## config.mk

```make
export PLATFORM = sky130hd
export DESIGN_NAME = zcu104_areset_gen
export DESIGN_NICKNAME = d
export VERILOG_FILES = /design/src/rtl/zcu104_areset_gen.sv
export SDC_FILE = /design/constraint.sdc
export NUM_CORES = 1
export LEC_CHECK = 0
export ABC_AREA = 1
export CORE_ASPECT_RATIO = 1.75
export CORE_UTILIZATION = 40
export CTS_CLUSTER_SIZE = 24
export DETAILED_ROUTE_END_ITERATION = 16
export RECOVER_POWER = 100
export REMOVE_ABC_BUFFERS = 1
export SLEW_MARGIN = 15
export SYNTH_ARGS = -nofsm -noshare
export SYNTH_HDL_FRONTEND = slang
export SYNTH_SLANG_ARGS = --single-unit
```

## constraint.sdc

```tcl
create_clock -name clock -period 1.8 [get_ports clock]
set_input_delay 0.27 -clock clock [delete_from_list [all_inputs] [get_ports clock]]
set_output_delay 0.27 -clock clock [all_outputs]
set_load 0.02 [all_outputs]
```

## src/rtl/zcu104_areset_gen.sv

```systemverilog
// zcu104_areset_gen
//
// This block generates the system reset for the ZCU104 board. It holds `areset`
// high until all of these hold:
//   - the MMCM has been locked for LOCK_STABLE_CYCLES cycles,
//   - the push-button is released (debounced),
//   - optionally, DDR calibration has completed.
// After release, losing lock or pressing the button puts the block back in
// WAIT_LOCK and raises `areset` again.
//
// Optional feature, macro DDR_CALIB_GATE_EN:
//   - defined:   STABLE -> WAIT_CALIB -> RUN, with ddr_calib_done gating release.
//   - undefined: STABLE -> RUN directly, and ddr_calib_done is ignored.
//
// Parameters:
//   LOCK_STABLE_CYCLES  cycles pll_locked must stay high before release (2..2^20)
//   DEBOUNCE_CYCLES     consecutive stable cycles before a button change is taken (2..2^24)
//
// Ports:
//   clock            free-running board reference clock (only clock)
//   reset            synchronous, active-high reset
//   pll_locked       MMCM lock, asynchronous
//   button           reset push-button, active high, asynchronous
//   ddr_calib_done   DDR calibration complete, asynchronous
//   areset           registered system reset, low only while state == RUN
//   state            current FSM state (0 WAIT_LOCK, 1 STABLE, 2 WAIT_CALIB, 3 RUN)
//   lock_loss_count  saturating count of lock losses seen while in RUN

module zcu104_areset_gen #(
    parameter int unsigned LOCK_STABLE_CYCLES = 1024,
    parameter int unsigned DEBOUNCE_CYCLES    = 65536
) (
    input  logic       clock,
    input  logic       reset,
    input  logic       pll_locked,
    input  logic       button,
    input  logic       ddr_calib_done,
    output logic       areset,
    output logic [1:0] state,
    output logic [7:0] lock_loss_count
);

    localparam int unsigned LockW = $clog2(LOCK_STABLE_CYCLES);
    localparam int unsigned DbW   = $clog2(DEBOUNCE_CYCLES);

    localparam logic [LockW-1:0] StableLast = LockW'(LOCK_STABLE_CYCLES - 1);
    localparam logic [DbW-1:0]   DbLast     = DbW'(DEBOUNCE_CYCLES - 1);

    typedef enum logic [1:0] {
        StWaitLock  = 2'd0,
        StStable    = 2'd1,
        StWaitCalib = 2'd2,
        StRun       = 2'd3
    } state_e;

    // Power-up values keep areset asserted before the first reset is applied.
    state_e           state_q  = StWaitLock;
    state_e           state_d;
    logic             areset_q = 1'b1;
    logic [LockW-1:0] stable_cnt_q;
    logic [7:0]       lock_loss_q;

    logic [1:0]       locked_sync_q;
    logic [1:0]       button_sync_q;
    logic             locked_s;
    logic             button_s;

    logic [DbW-1:0]   db_cnt_q;
    logic             button_db_q;

    logic             calib_ok;
    logic             abort;

    // ---------------------------------------------------------------------
    // Input synchronizers
    // ---------------------------------------------------------------------
    always_ff @(posedge clock) begin
        if (reset) begin
            locked_sync_q <= '0;
            button_sync_q <= '0;
        end else begin
            locked_sync_q <= {locked_sync_q[0], pll_locked};
            button_sync_q <= {button_sync_q[0], button};
        end
    end

    assign locked_s = locked_sync_q[1];
    assign button_s = button_sync_q[1];

`ifdef DDR_CALIB_GATE_EN
    logic [1:0] calib_sync_q;

    always_ff @(posedge clock) begin
        if (reset) begin
            calib_sync_q <= '0;
        end else begin
            calib_sync_q <= {calib_sync_q[0], ddr_calib_done};
        end
    end

    assign calib_ok = calib_sync_q[1];
`else
    // Calibration gating is compiled out; the port is kept for pin compatibility.
    logic unused_calib;
    assign unused_calib = ddr_calib_done;
    assign calib_ok     = 1'b1;
`endif

    // ---------------------------------------------------------------------
    // Button debounce: accept a new level after DEBOUNCE_CYCLES
    // consecutive mismatching edges; any match restarts the count.
    // ---------------------------------------------------------------------
    always_ff @(posedge clock) begin
        if (reset) begin
            db_cnt_q    <= '0;
            button_db_q <= 1'b0;
        end else if (button_s != button_db_q) begin
            if (db_cnt_q == DbLast) begin
                button_db_q <= button_s;
                db_cnt_q    <= '0;
            end else begin
                db_cnt_q <= db_cnt_q + DbW'(1);
            end
        end else begin
            db_cnt_q <= '0;
        end
    end

    // ---------------------------------------------------------------------
    // Sequencing FSM
    // ---------------------------------------------------------------------
    assign abort = !locked_s || button_db_q;

    always_comb begin
        state_d = state_q;
        case (state_q)
            StWaitLock: begin
                if (locked_s && !button_db_q) state_d = StStable;
            end
            StStable: begin
                if (abort) begin
                    state_d = StWaitLock;
                end else if (stable_cnt_q == StableLast) begin
`ifdef DDR_CALIB_GATE_EN
                    state_d = StWaitCalib;
`else
                    state_d = StRun;
`endif
                end
            end
            StWaitCalib: begin
                if (abort)         state_d = StWaitLock;
                else if (calib_ok) state_d = StRun;
            end
            StRun: begin
                if (abort) state_d = StWaitLock;
            end
            default: state_d = StWaitLock;
        endcase
    end

    always_ff @(posedge clock) begin
        if (reset) begin
            state_q      <= StWaitLock;
            areset_q     <= 1'b1;
            stable_cnt_q <= '0;
            lock_loss_q  <= '0;
        end else begin
            state_q  <= state_d;
            // Computed from the next state so areset rises on the same edge RUN is left.
            areset_q <= (state_d != StRun);

            // The count only advances while staying in STABLE, so it never passes StableLast.
            if (state_q == StStable && state_d == StStable) begin
                stable_cnt_q <= stable_cnt_q + LockW'(1);
            end else begin
                stable_cnt_q <= '0;
            end

            // Button-only exits from RUN are not lock losses.
            if (state_q == StRun && state_d == StWaitLock && !locked_s &&
                lock_loss_q != 8'hFF) begin
                lock_loss_q <= lock_loss_q + 8'd1;
            end
        end
    end

    assign areset          = areset_q;
    assign state           = state_q;
    assign lock_loss_count = lock_loss_q;

endmodule
```

==> reports/qor.yml, run 1 <==
drt:
  num_vias: 1614
  wl_um: 3501
  drtIter0Drc: 28
  antenna_left: 0
  firstDrtPassIters: 4
  wl_per_cell_um: 10.36
  drc: 0
  vias_per_cell: 4.775
layout:
  final_cell_mix: "nand2_1, nor2_1, dfxtp_1"
  layout-drive-gt1-share_pct: 10.49
  final_util_pct: 47.24
  layout.nets: 294
  seqCellArea_um2: 840.8
  final_common_cell: "nand2_1"
  final.fill_count: 486
  multiInputGateArea_um2: 952.2
  antenna_cells: 0
  area_growth_pct: 13.62
cts:
  clock_path_buffers: 2
  cts_tree: "yes"
  post_cts_buffers: 0
  clkTransAtPathRegs_ns: 0.08
  clk_latency_ns: 0.29
  cts.sinks: 42
  h-tree-depth: 2
  hold_buffers: 0
  numCtsBuffers: 5
  clock-root-buffer: "clkbuf_8"
  ctsResizeCount: 0
critical_path:
  required_ns: 1.53
  start_kind: "flop"
  path_buf_inv: 1
  worstRegToRegCells: 7
  worst-setup-path-type: "reg2out"
  end_kind: "primary output"
  path_max_fanout: 6
  arrival_ns: 1.40
  reg2reg_from: "db_cnt_q[0]"
  r2r_end: "db_cnt_q[2]"
  slowest_delay_ns: 0.69
  slowest_stage: "dlygate4sd3_1"
  r2r_slack_ns: 0.21
  cp_top_family: "buffers and inverters"
  crit_chain: "dlygate4sd3_1"
grt:
  grt_overflow: 0
  grt_usage_pct: 15.50
  grt_pass1_wl_um: 5844
  antenna_found_initial: 0
  grt_max_degree: 13
  grt_pass1_vias: 1479
timing:
  fin_crit_sh_pct: 93.00
  hold_violations: 0
  setup_viol: 0
  finalCriticalPeriod_ns: 1.674
  max_freq_mhz: 597.4
  worstMarginPinSlew_ns: 0.3469
  fin_setup_tns_ns: 0
  final-max-slew-violation-count: 0
  slew-limit-headroom_pct: 76.70
  skew_ns: 0.01251
  rsz0062_at_grt: "no"
yosys:
  synth_top_area_share_pct: 42.97
  yosysWarnings: 0
  netlist_area_um2: 1957
  ys_ff_latch: 42
  ys_types: 25
  synth_top_cells_by_area: "dfxtp_1, nand2_1, nor2_1"
  ys_seq_area_share_pct: 42.97
  syn_inst: 263
  synth_top_area_cell: "dfxtp_1"
  syn-mean-instance-area_um2: 7.441
pwr:
  p_leak_nw: 0.8268
  p_total_w: 0.001538
  power_density_nw_per_um2: 691.8
  peakVddDrop_mv: 0.5334
die:
  die_x_um: 54.87
  boundaryPins: 16
  initial_utilization_pct: 41.57
  core_area_um2: 4707
  dieHeight_um: 94.53
  die-area_um2: 5187
  num_rows: 33
placed_design:
  hpwl_um: 2667
  gp_congestion: 0.8341
  io_buffer_count: 14
hold_path:
  hold_depth: 2
  hold_path_class: "reg2reg"
  worstHoldEndpoint: "locked_sync_q[1]"
  min_from: "locked_sync_q[0]"
outcome:
  status: "complete, no violations"
flow_run:
  max_cap_violations: 0
==> flip-flops by register name (all words and copies together), names as in the netlist <==
| register | count |
|---|---|
| db_cnt_q | 16 |
| stable_cnt_q | 10 |
| lock_loss_count | 8 |
| button_sync_q | 2 |
| locked_sync_q | 2 |
| state | 2 |
| areset | 1 |
| button_db_q | 1 |
==> cell families (layout without fill, tap and decap cells) <==
group	after synthesis	count (layout)	share of synthesized area, %
flip-flops	42	42	42.97
AO/OA/AOI/OAI	13	13	4.028
adder cells (fa/ha/maj)	3	3	1.918
buffers and inverters	34	57	7.097
AND/OR/NAND/NOR	155	155	36.83
XOR/XNOR	16	16	7.161
==> power breakdown <==
| part | leakage, nW | internal [W] | switching [W] | total [W] |
|---|---|---|---|---|
| clock | 0.0438 | 0.000260 | 0.000308 | 0.000569 |
| combinational | 0.444 | 0.0000149 | 0.0000178 | 0.0000327 |
| sequential | 0.339 | 0.000934 | 0.00000273 | 0.000937 |
| total | 0.827 | 0.00121 | 0.000329 | 0.00154 |
==> layout make-up <==
cell class	instances	area share [%]
inverters	32	5.402
clock inverters	2	0.4502
flip-flops and latches	42	37.82
repair buffers	18	7.485
multi-input cells	187	42.83
clock buffers	5	3.095
well taps	52	2.926
==> per-layer routing <==
| layer | wire length, µm | GRT usage (%) | up-vias |
|---|---|---|---|
| met5 | 0 | 0 | - |
| met4 | 51 | 7.692 | 0 |
| met3 | 84 | 3.865 | 4 |
| met2 | 1912 | 28.11 | 16 |
| met1 | 1453 | 15.11 | 733 |
| li1 | - | - | 861 |
==> cells in the mapped netlist (all sizes together) <==
master   n
nor3     5
inv     32
o21ai    2
ha       3
nand3b   2
dfxtp   42
xor2     8
a21oi   10
xnor2    8
nand3   15
buf      1
nand2   66
or2      1
nand4    7
o21bai   1
clkbuf   1
nor2    59
==> metrics by stage <==
step	hold slack [ns]	cell area, µm²	worst slack [ns]	instances
after global routing	0.4206	2223	0.05915	338
after global placement	0.3892	2173	0.2037	331
final	0.3878	2223	0.1260	338
after CTS	0.3941	2252	0.1612	338
after detailed placement	0.3964	2173	0.1799	331
after floorplan	0.3391	1938	0.3167	261
==> worst max path at each step <==
stage / start / end / slack, ns / cells after the start
after floorplan: db_cnt_q[0] / db_cnt_q[10] / 0.32 / 8
after global placement: reset / stable_cnt_q[9] / 0.20 / 4
after detailed placement: reset / stable_cnt_q[8] / 0.18 / 4
after CTS: lock_loss_count[2] / lock_loss_count[2] / 0.16 / 1
after global routing: lock_loss_count[0] / lock_loss_count[3] / 0.06 / 7
final: lock_loss_count[0] / lock_loss_count[0] / 0.13 / 1
No activity file was read; power rests on OpenSTA's default activity.
==> run 2: changes to the inputs <==
SKIP_LAST_GASP = 1   (was default)
SLEW_MARGIN = 25   (was 15)
==> results of run 2 <==
No change in the layout: final DEF, timing and power equal those of run 1.
